## config.mk

```make
export PLATFORM = sky130hd
export DESIGN_NAME = mem_access_unit
export DESIGN_NICKNAME = d
export VERILOG_FILES = /design/src/rtl/mem_pkg.sv /design/src/rtl/mem_lane_align.sv /design/src/rtl/mem_access_unit.sv
export SDC_FILE = /design/constraint.sdc
export NUM_CORES = 1
export LEC_CHECK = 0
export ABC_AREA = 1
export CAP_MARGIN = 10
export CORE_MARGIN = 3
export CORE_UTILIZATION = 39
export CTS_CLUSTER_DIAMETER = 60
export CTS_CLUSTER_SIZE = 28
export DETAILED_ROUTE_END_ITERATION = 10
export PLACE_DENSITY_LB_ADDON = 0.05
export SLEW_MARGIN = 20
export SYNTH_ARGS = -nofsm -noshare
export SYNTH_HDL_FRONTEND = slang
export SYNTH_SLANG_ARGS = --single-unit
```

## constraint.sdc

```tcl
create_clock -name clock -period 3.2 [get_ports clock]
set_input_delay 0.64 -clock clock [delete_from_list [all_inputs] [get_ports clock]]
set_output_delay 0.64 -clock clock [all_outputs]
set_load 0.1 [all_outputs]
```

## src/rtl/mem_pkg.sv

```systemverilog
// Shared types for the data-memory access unit.
//   mem_op_t    : 4-bit load/store operation code presented by the MEM stage
//   mem_exc_t   : response exception code
//   mem_state_t : access FSM state encoding
//   op_is_load / op_is_store : operation class helpers. Unused codes fall in
//   neither class, so they behave as NOP.
package mem_pkg;

  typedef enum logic [3:0] {
    OP_NOP = 4'd0,
    OP_LB  = 4'd1,
    OP_LBU = 4'd2,
    OP_LH  = 4'd3,
    OP_LHU = 4'd4,
    OP_LW  = 4'd5,
    OP_LWL = 4'd6,
    OP_LWR = 4'd7,
    OP_SB  = 4'd8,
    OP_SH  = 4'd9,
    OP_SW  = 4'd10,
    OP_SWL = 4'd11,
    OP_SWR = 4'd12
  } mem_op_t;

  typedef enum logic [1:0] {
    EXC_NONE       = 2'd0,
    EXC_ADDR_LOAD  = 2'd1,
    EXC_ADDR_STORE = 2'd2,
    EXC_TIMEOUT    = 2'd3
  } mem_exc_t;

  typedef enum logic [1:0] {
    S_IDLE   = 2'd0,
    S_ACCESS = 2'd1,
    S_DRAIN  = 2'd2,
    S_RESP   = 2'd3
  } mem_state_t;

  function automatic logic op_is_load(input logic [3:0] op);
    return (op >= OP_LB) && (op <= OP_LWR);
  endfunction

  function automatic logic op_is_store(input logic [3:0] op);
    return (op >= OP_SB) && (op <= OP_SWR);
  endfunction

endpackage

```

## src/rtl/mem_lane_align.sv

```systemverilog
// Combinational byte-lane steering for the data-memory access unit.
//   op         : operation code (mem_op_t encoding)
//   offset     : byte offset within the word (addr[1:0])
//   wdata      : raw store data (rt)
//   rdata      : word returned by the RAM
//   rt_old     : current rt value, merged by LWL/LWR
//   sel        : byte-lane enables, bit 3 = bits 31:24
//   lane_wdata : store data positioned on the lanes
//   load_data  : extended / merged load result
//   misaligned : halfword or word access not on its natural boundary
module mem_lane_align
  import mem_pkg::*;
#(
  parameter bit BIG_ENDIAN = 1'b1
) (
  input  logic [3:0]  op,
  input  logic [1:0]  offset,
  input  logic [31:0] wdata,
  input  logic [31:0] rdata,
  input  logic [31:0] rt_old,
  output logic [3:0]  sel,
  output logic [31:0] lane_wdata,
  output logic [31:0] load_data,
  output logic        misaligned
);

  // lane 0 always means bits 31:24. Little-endian mirrors the offset so the
  // big-endian formulas below (including LWL/LWR/SWL/SWR) apply unchanged.
  logic [1:0]  lane;
  logic [4:0]  sh_lo;    // 8 * lane
  logic [4:0]  sh_hi;    // 8 * (3 - lane)
  logic [4:0]  half_base;
  logic [7:0]  byte_v;
  logic [15:0] half_v;

  assign lane      = BIG_ENDIAN ? offset : (2'd3 - offset);
  assign sh_lo     = {lane, 3'b000};
  assign sh_hi     = {~lane, 3'b000};
  // Halfwords sit in the upper or lower half; lane[1] picks which, which
  // also gives the correct pairing when the offset was mirrored.
  assign half_base = {~lane[1], 4'b0000};
  assign byte_v    = rdata[sh_hi +: 8];
  assign half_v    = rdata[half_base +: 16];

  always_comb begin
    sel        = 4'b0000;
    lane_wdata = 32'h0;
    load_data  = 32'h0;
    misaligned = 1'b0;
    case (op)
      OP_LB: begin
        sel       = 4'b1111;
        load_data = {{24{byte_v[7]}}, byte_v};
      end
      OP_LBU: begin
        sel       = 4'b1111;
        load_data = {24'h0, byte_v};
      end
      OP_LH: begin
        sel        = 4'b1111;
        load_data  = {{16{half_v[15]}}, half_v};
        misaligned = offset[0];
      end
      OP_LHU: begin
        sel        = 4'b1111;
        load_data  = {16'h0, half_v};
        misaligned = offset[0];
      end
      OP_LW: begin
        sel        = 4'b1111;
        load_data  = rdata;
        misaligned = (offset != 2'b00);
      end
      OP_LWL: begin
        sel       = 4'b1111;
        load_data = (rdata << sh_lo) | (rt_old & ~(32'hFFFF_FFFF << sh_lo));
      end
      OP_LWR: begin
        sel       = 4'b1111;
        load_data = (rdata >> sh_hi) | (rt_old & ~(32'hFFFF_FFFF >> sh_hi));
      end
      OP_SB: begin
        sel        = 4'b1000 >> lane;
        lane_wdata = {4{wdata[7:0]}};
      end
      OP_SH: begin
        sel        = 4'b1100 >> {lane[1], 1'b0};
        lane_wdata = {2{wdata[15:0]}};
        misaligned = offset[0];
      end
      OP_SW: begin
        sel        = 4'b1111;
        lane_wdata = wdata;
        misaligned = (offset != 2'b00);
      end
      OP_SWL: begin
        sel        = 4'b1111 >> lane;
        lane_wdata = wdata >> sh_lo;
      end
      OP_SWR: begin
        sel        = 4'b1111 << (~lane);
        lane_wdata = wdata << sh_hi;
      end
      default: begin
        sel = 4'b0000;
      end
    endcase
  end

endmodule

```

## src/rtl/mem_access_unit.sv

```systemverilog
// Data-memory access unit between the CPU MEM stage and the data RAM.
// Accepts one load/store per valid/ready handshake, runs a variable-latency
// RAM cycle, and returns a single-cycle response with data or an exception.
//   clock, reset        : clock and asynchronous active-low reset
//   req_valid/req_ready : request handshake (ready only in IDLE)
//   req_op/addr/wdata/rt_old : operation, byte address, store data, old rt
//   flush               : abort current operation, suppress its response
//   resp_valid/data/exc : one-cycle completion pulse, load data, exception
//   ram_en/we/sel/addr/wdata, ram_rdata/ram_ack : RAM request/acknowledge
//
// state  | meaning
// IDLE   | ready for a request
// ACCESS | RAM request outstanding, waiting for ram_ack or timeout
// DRAIN  | flushed while outstanding; finish the RAM cycle silently
// RESP   | present the response for one cycle
module mem_access_unit
  import mem_pkg::*;
#(
  parameter int ADDR_WIDTH     = 32,
  parameter bit BIG_ENDIAN     = 1'b1,
  parameter int TIMEOUT_CYCLES = 16
) (
  input  logic                  clock,
  input  logic                  reset,
  input  logic                  req_valid,
  output logic                  req_ready,
  input  logic [3:0]            req_op,
  input  logic [ADDR_WIDTH-1:0] req_addr,
  input  logic [31:0]           req_wdata,
  input  logic [31:0]           req_rt_old,
  input  logic                  flush,
  output logic                  resp_valid,
  output logic [31:0]           resp_data,
  output logic [1:0]            resp_exc,
  output logic                  ram_en,
  output logic                  ram_we,
  output logic [3:0]            ram_sel,
  output logic [ADDR_WIDTH-3:0] ram_addr,
  output logic [31:0]           ram_wdata,
  input  logic [31:0]           ram_rdata,
  input  logic                  ram_ack
);

  // Counter must be able to hold TIMEOUT_CYCLES after the final increment.
  localparam int CW = $clog2(TIMEOUT_CYCLES + 1);
  localparam logic [CW-1:0] TO_LAST = CW'(TIMEOUT_CYCLES - 1);

  mem_state_t            state_q, state_d;
  logic [3:0]            op_q;
  logic [ADDR_WIDTH-1:0] addr_q;
  logic [31:0]           rt_q;
  logic [3:0]            sel_q;
  logic [31:0]           lane_wdata_q;
  logic                  we_q;
  logic [31:0]           rdata_q;
  mem_exc_t              exc_q;
  logic [CW-1:0]         cnt_q;

  logic                  accept;
  logic                  is_nop;
  logic                  timeout_hit;
  logic                  busy;

  logic [3:0]            al_op;
  logic [1:0]            al_off;
  logic [3:0]            al_sel;
  logic [31:0]           al_lane_wdata;
  logic [31:0]           al_load_data;
  logic                  al_misaligned;

  // In IDLE the aligner looks at the incoming request (lanes and fault are
  // captured at accept); afterwards it works on the captured operation so
  // the load merge sees stable op/offset/rt_old.
  assign al_op  = (state_q == S_IDLE) ? req_op        : op_q;
  assign al_off = (state_q == S_IDLE) ? req_addr[1:0] : addr_q[1:0];

  mem_lane_align #(
    .BIG_ENDIAN (BIG_ENDIAN)
  ) u_align (
    .op         (al_op),
    .offset     (al_off),
    .wdata      (req_wdata),
    .rdata      (ram_rdata),
    .rt_old     (rt_q),
    .sel        (al_sel),
    .lane_wdata (al_lane_wdata),
    .load_data  (al_load_data),
    .misaligned (al_misaligned)
  );

  assign accept      = (state_q == S_IDLE) && req_valid && !flush;
  assign is_nop      = !op_is_load(req_op) && !op_is_store(req_op);
  assign timeout_hit = (cnt_q == TO_LAST);
  assign busy        = (state_q == S_ACCESS) || (state_q == S_DRAIN);

  always_ff @(posedge clock or negedge reset) begin
    if (!reset) begin
      state_q <= S_IDLE;
    end else begin
      state_q <= state_d;
    end
  end

  always_comb begin
    state_d = state_q;
    case (state_q)
      S_IDLE: begin
        if (accept) begin
          state_d = (is_nop || al_misaligned) ? S_RESP : S_ACCESS;
        end
      end
      S_ACCESS: begin
        // Ack wins over flush: the RAM cycle completes, only the response
        // is dropped.
        if (ram_ack || timeout_hit) begin
          state_d = flush ? S_IDLE : S_RESP;
        end else if (flush) begin
          state_d = S_DRAIN;
        end
      end
      S_DRAIN: begin
        if (ram_ack || timeout_hit) begin
          state_d = S_IDLE;
        end
      end
      S_RESP: begin
        state_d = S_IDLE;
      end
      default: begin
        state_d = S_IDLE;
      end
    endcase
  end

  always_ff @(posedge clock or negedge reset) begin
    if (!reset) begin
      op_q         <= OP_NOP;
      addr_q       <= '0;
      rt_q         <= '0;
      sel_q        <= '0;
      lane_wdata_q <= '0;
      we_q         <= 1'b0;
      rdata_q      <= '0;
      exc_q        <= EXC_NONE;
      cnt_q        <= '0;
    end else if (accept) begin
      op_q         <= req_op;
      addr_q       <= req_addr;
      rt_q         <= req_rt_old;
      sel_q        <= al_sel;
      lane_wdata_q <= al_lane_wdata;
      we_q         <= op_is_store(req_op);
      rdata_q      <= '0;
      cnt_q        <= '0;
      if (!al_misaligned) begin
        exc_q <= EXC_NONE;
      end else if (op_is_store(req_op)) begin
        exc_q <= EXC_ADDR_STORE;
      end else begin
        exc_q <= EXC_ADDR_LOAD;
      end
    end else if (busy) begin
      if (ram_ack) begin
        if ((state_q == S_ACCESS) && op_is_load(op_q)) begin
          rdata_q <= al_load_data;
        end
      end else begin
        cnt_q <= cnt_q + 1'b1;
        if (timeout_hit) begin
          exc_q <= EXC_TIMEOUT;
        end
      end
    end
  end

  // Outputs decode straight from the state register so an asynchronous
  // reset clears them immediately, without waiting for a clock edge.
  always_comb begin
    req_ready  = (state_q == S_IDLE);
    ram_en     = busy;
    ram_we     = 1'b0;
    ram_sel    = '0;
    ram_addr   = '0;
    ram_wdata  = '0;
    resp_valid = (state_q == S_RESP) && !flush;
    resp_data  = '0;
    resp_exc   = EXC_NONE;
    if (busy) begin
      ram_we    = we_q;
      ram_sel   = sel_q;
      ram_addr  = addr_q[ADDR_WIDTH-1:2];
      ram_wdata = lane_wdata_q;
    end
    if (resp_valid) begin
      resp_data = rdata_q;
      resp_exc  = exc_q;
    end
  end

endmodule

```

==> impl_results.html <==
<table>
<tr><th>Metric</th><th>Value</th></tr>
<tr><th colspan="2">Layout</th></tr>
<tr><td>Fraction of layout cells with a size suffix above 1</td><td>0.1438</td></tr>
<tr><td>Antenna diode count</td><td>0</td></tr>
<tr><td>Fillers</td><td>2634</td></tr>
<tr><td>Cell area after layout</td><td>0.01563 sq mm</td></tr>
<tr><td>Total number of nets in the final design</td><td>2181</td></tr>
<tr><td>Fraction of the core area covered by cells at the end of the flow</td><td>0.5750</td></tr>
<tr><td>Signed area change from the synthesized netlist to the final layout</td><td>43.58%</td></tr>
<tr><th colspan="2">Critical path</th></tr>
<tr><td>Buffers plus inverters on the worst setup path</td><td>4</td></tr>
<tr><td>Cell occurring most often along the worst timing path</td><td>sky130_fd_sc_hd__nor2_4</td></tr>
<tr><td>Path type of the worst setup path</td><td>primary input to primary output</td></tr>
<tr><td>Largest stage delay, worst path</td><td>0.61 ns</td></tr>
<tr><td>Number of cells on the critical path</td><td>6</td></tr>
<tr><td>Worst-path cell with the longest stage delay</td><td>sky130_fd_sc_hd__clkdlybuf4s50_1</td></tr>
<tr><td>Endpoint type of the worst setup path</td><td>primary output</td></tr>
<tr><td>Crit start category</td><td>primary input</td></tr>
<tr><td>Required time worst endpoint</td><td>2.56 ns</td></tr>
<tr><td>Logic depth of the worst register-to-register path</td><td>13</td></tr>
<tr><td>Ordered list of cells on the worst path</td><td>clkdlybuf4s50_1 -&gt; nor2_4 -&gt; inv_2 -&gt; buf_4 -&gt; nor2_4 -&gt; buf_12</td></tr>
<tr><td>Arrival time at the worst endpoint</td><td>2.22 ns</td></tr>
<tr><td>Cell type group with the largest total delay on the critical path</td><td>buffers and inverters</td></tr>
<tr><td>CP max FO</td><td>10</td></tr>
<tr><th colspan="2">Drt</th></tr>
<tr><td>Via density per instance</td><td>4.947</td></tr>
<tr><td>Via count of the routed design</td><td>11990</td></tr>
<tr><td>Final ANT Viol Nets</td><td>0</td></tr>
<tr><td>Number of DRC violations after detailed routing</td><td>0</td></tr>
<tr><td>Pre-Repair DR Iteration Count</td><td>6</td></tr>
<tr><td>Aggregate routed wire length</td><td>38900 microns</td></tr>
<tr><td>Detail Route met3 WL</td><td>3704 microns</td></tr>
<tr><td>M1 WL</td><td>17870 microns</td></tr>
<tr><td>Uppermost layer routed</td><td>met5</td></tr>
<tr><td>Detailed route wirelength on metal2</td><td>16740 microns</td></tr>
<tr><td>DR WL/cell</td><td>16.06 microns</td></tr>
<tr><td>Number of design-rule violations left by the first detailed-router iteration</td><td>1074</td></tr>
<tr><th colspan="2">Yosys</th></tr>
<tr><td>Yosys warnings</td><td>0</td></tr>
<tr><td>Synthesized netlist net count</td><td>1976</td></tr>
<tr><td>Most frequently used flop master after synthesis</td><td>sky130_fd_sc_hd__dfrtp_1</td></tr>
<tr><td>FFs w/ async S/R, synth</td><td>1.000</td></tr>
<tr><td>Netlist cell types</td><td>32</td></tr>
<tr><td>Synthesized area divided by synthesized cell count</td><td>5.937 sq um</td></tr>
<tr><td>Biggest area consumer among synthesized cells</td><td>sky130_fd_sc_hd__dfrtp_1</td></tr>
<tr><td>Area share of the largest cell type after synthesis</td><td>0.3357</td></tr>
<tr><td>Top cells by area in the synthesized netlist</td><td>sky130_fd_sc_hd__dfrtp_1 34%, sky130_fd_sc_hd__nand2_1 31%, sky130_fd_sc_hd__nand3_1 9.3%, sky130_fd_sc_hd__inv_1 7.1%, sky130_fd_sc_hd__nor2_1 4.1%</td></tr>
<tr><td>Post-Syn Instances</td><td>1833</td></tr>
<tr><td>Netlist area before placement</td><td>0.01088 sq mm</td></tr>
<tr><td>Post-synthesis register bit count</td><td>146</td></tr>
<tr><td>Number of synthesized flops with an enable pin</td><td>0</td></tr>
<tr><td>Post-synthesis sequential area ratio</td><td>0.3357</td></tr>
<tr><th colspan="2">Clocking</th></tr>
<tr><td>Total of hold buffers inserted after clock tree synthesis</td><td>0</td></tr>
<tr><td>Clock root buffer</td><td>sky130_fd_sc_hd__clkbuf_16</td></tr>
<tr><td>TritonCTS clock tree</td><td>yes</td></tr>
<tr><td># H-tree levels</td><td>4</td></tr>
<tr><td>Clock input transition at the sequential cells of the worst setup and hold paths</td><td>0.07 ns</td></tr>
<tr><td>Clock Path Buffers</td><td>2</td></tr>
<tr><td>Latest clock arrival within the worst-skew pair</td><td>0.44 ns</td></tr>
<tr><td>Buffers inserted during post-CTS setup optimization</td><td>0</td></tr>
<tr><td>Clk sink count</td><td>146</td></tr>
<tr><td>Cells resized by post-CTS repair</td><td>0</td></tr>
<tr><td>TritonCTS buffer count</td><td>17</td></tr>
<tr><th colspan="2">GRT</th></tr>
<tr><td>Total routing resource utilization after global routing</td><td>0.2602</td></tr>
<tr><td>Number of global-route vias before repair</td><td>11280</td></tr>
<tr><td>Grt total ovfl</td><td>0</td></tr>
<tr><td>Global-route wire length before repair</td><td>63250 microns</td></tr>
<tr><td>Largest net degree at the start of global routing</td><td>72</td></tr>
<tr><td>Antenna violations before repair</td><td>2</td></tr>
<tr><th colspan="2">Die</th></tr>
<tr><td>Die area</td><td>0.02994 sq mm</td></tr>
<tr><td>Placeable core area</td><td>0.02718 sq mm</td></tr>
<tr><td>Die X-Extent</td><td>173.0 microns</td></tr>
<tr><td>Die height</td><td>173.0 microns</td></tr>
<tr><td># rows</td><td>60</td></tr>
<tr><td>Ports</td><td>241</td></tr>
<tr><td>Effective utilization at floorplan</td><td>0.4005</td></tr>
<tr><th colspan="2">Timing</th></tr>
<tr><td>Slew of the pin with the lowest slew margin</td><td>0.7629 ns</td></tr>
<tr><td>RSZ-0062 raised after global routing</td><td>false</td></tr>
<tr><td>Maximum operating frequency</td><td>349.0 MHz</td></tr>
<tr><td>Final number of setup-violating endpoints</td><td>0</td></tr>
<tr><td>Slew HR</td><td>0.4914</td></tr>
<tr><td>Clock tree skew after final layout</td><td>0.01395 ns</td></tr>
<tr><td>Crit share post-route</td><td>0.8953</td></tr>
<tr><td>Final number of max-transition violations</td><td>0</td></tr>
<tr><td>Fin crit period</td><td>2.865 ns</td></tr>
<tr><td>Final setup slack of the worst path</td><td>0.3351 ns</td></tr>
<tr><td>Setup TNS after final layout</td><td>0 ns</td></tr>
<tr><td>Hold violation count in the final report</td><td>0</td></tr>
<tr><th colspan="2">Pwr</th></tr>
<tr><td>Share of power burned in the clock network</td><td>0.108</td></tr>
<tr><td>Worst vdd rail ir drop</td><td>1153 uV</td></tr>
<tr><td>Static Leak</td><td>7.921 nW</td></tr>
<tr><td>Sw Ratio</td><td>0.5788</td></tr>
<tr><td>Final Power</td><td>18.44 mW</td></tr>
<tr><td>Total power per unit cell area</td><td>1180 mW/mm^2</td></tr>
<tr><td>Internal power summed over all cells</td><td>7.770 mW</td></tr>
<tr><td>Power share of the combinational group</td><td>0.723</td></tr>
<tr><td>Switching power of the nets</td><td>10.68 mW</td></tr>
<tr><td>Flop pwr share</td><td>0.169</td></tr>
<tr><th colspan="2">Place</th></tr>
<tr><td>Final estimated routing congestion in global placement</td><td>0.9173</td></tr>
<tr><td>Worst setup slack after placement</td><td>0.3213 ns</td></tr>
<tr><td>Half-perimeter wire length after placement</td><td>27820 microns</td></tr>
<tr><td>Placed standard-cell area</td><td>0.01503 sq mm</td></tr>
<tr><td>Total of buffers placed on input and output ports</td><td>240</td></tr>
<tr><th colspan="2">Run status</th></tr>
<tr><td>Status</td><td>complete, no violations</td></tr>
<tr><th colspan="2">Hold path</th></tr>
<tr><td>Class of the tightest hold or removal check</td><td>primary input to asynchronous set/reset pin</td></tr>
<tr><th colspan="2">Job</th></tr>
<tr><td>Max Cap Violations</td><td>0</td></tr>
</table>
[through the flow]
stage	hold slack, ns	cells
5_1_grt	0.2567	2423
6_report	0.1759	2423
4_1_cts	0.2471	2422
3_5_place_dp	0.4587	2390
2_1_floorplan	0.3444	1833
3_3_place_gp	0.4539	2390
[layout by cell type (no fill, tap or decap), types with 7 or more instances in the layout]
master	netlist	final
sky130_fd_sc_hd__clkbuf_16	0	17
sky130_fd_sc_hd__o211ai_1	7	7
sky130_fd_sc_hd__buf_12	0	110
sky130_fd_sc_hd__nand4_1	7	7
sky130_fd_sc_hd__clkinvlp_4	0	32
sky130_fd_sc_hd__dfrtp_1	146	146
sky130_fd_sc_hd__nand2_4	9	9
sky130_fd_sc_hd__nor2_2	5	9
sky130_fd_sc_hd__nand3_1	202	202
sky130_fd_sc_hd__inv_1	205	175
sky130_fd_sc_hd__o21ai_1	14	14
sky130_fd_sc_hd__a21oi_1	19	19
sky130_fd_sc_hd__o21ai_0	55	55
sky130_fd_sc_hd__nor3_1	7	7
sky130_fd_sc_hd__nand2_2	19	19
sky130_fd_sc_hd__inv_2	7	8
sky130_fd_sc_hd__nor2_1	119	84
sky130_fd_sc_hd__nor2_4	7	38
sky130_fd_sc_hd__clkdlybuf4s50_1	0	135
sky130_fd_sc_hd__nand2_1	891	891
sky130_fd_sc_hd__buf_4	13	31
[cells by family (layout without fill, tap and decap cells)]
family | after synthesis | count (layout) | synth area share
adders and majority gates | 6 | 6 | 0.006898
AOI/OAI and AO/OA | 103 | 103 | 0.05254
DFF | 146 | 146 | 0.3357
and+or+nand+nor | 1273 | 1273 | 0.4864
buffers and inverters | 305 | 523 | 0.1184
[cell usage after synthesis (all sizes together), types with 7 or more instances]
| cell type | instances |
|---|---|
| o211ai | 7 |
| dfrtp | 146 |
| a21oi | 20 |
| clkbuf | 26 |
| o21ai | 70 |
| buf | 66 |
| nor3 | 9 |
| nand2 | 919 |
| inv | 212 |
| nand3 | 202 |
| nand4 | 7 |
| nor2 | 132 |
[per-layer routing]
layer,up-vias,global-route usage
li1,6011,-
met1,5390,0.3842
met2,530,0.3853
met3,52,0.06236
met4,4,0.05811
met5,-,0
[power by group through the flow]
stage	Sequential (mW)	Combinational, mW	Clock [mW]
final	3.11	13.3	1.99
after global routing	3.21	14.4	2.11
after CTS	3.10	13.3	2.03
after detailed placement	3.13	13.2	0
after global placement	3.12	13.2	0
after floorplan	2.99	9.20	0
[path summary, 6_finish.rpt]
kind / startpoint / end / slack, ns
worst max-delay path: flush / resp_data[15] / 0.34
worst min-delay path: reset / lane_wdata_q[27] / 0.18
worst max register to register: state_q[0] / rdata_q[1] / 0.40
worst min register to register: addr_q[2] / addr_q[2] / 0.47
max in group asynchronous: reset / rt_q[1] / 2.15
min in group clock: addr_q[2] / addr_q[2] / 0.47
[sequential cells by signal (all words and copies together) (netlist names)]
name          flops
sel_q             4
op_q              4
state_q           2
exc_q             2
lane_wdata_q     32
rt_q             32
addr_q           32
rdata_q          32
cnt_q             5
we_q              1
[final cells by class]
type / count / area [sq um] / share of cell area
multi-input combinational: 1382 / 6201 / 0.3968
timing repair buffer: 278 / 3825 / 0.2448
inverter: 213 / 912.1 / 0.05837
tap: 372 / 465.4 / 0.02979
sequential: 146 / 3654 / 0.2338
clock inverter: 14 / 140.1 / 0.008968
clock buffer: 18 / 429.2 / 0.02746
No activity file was read; power rests on OpenSTA's default activity.
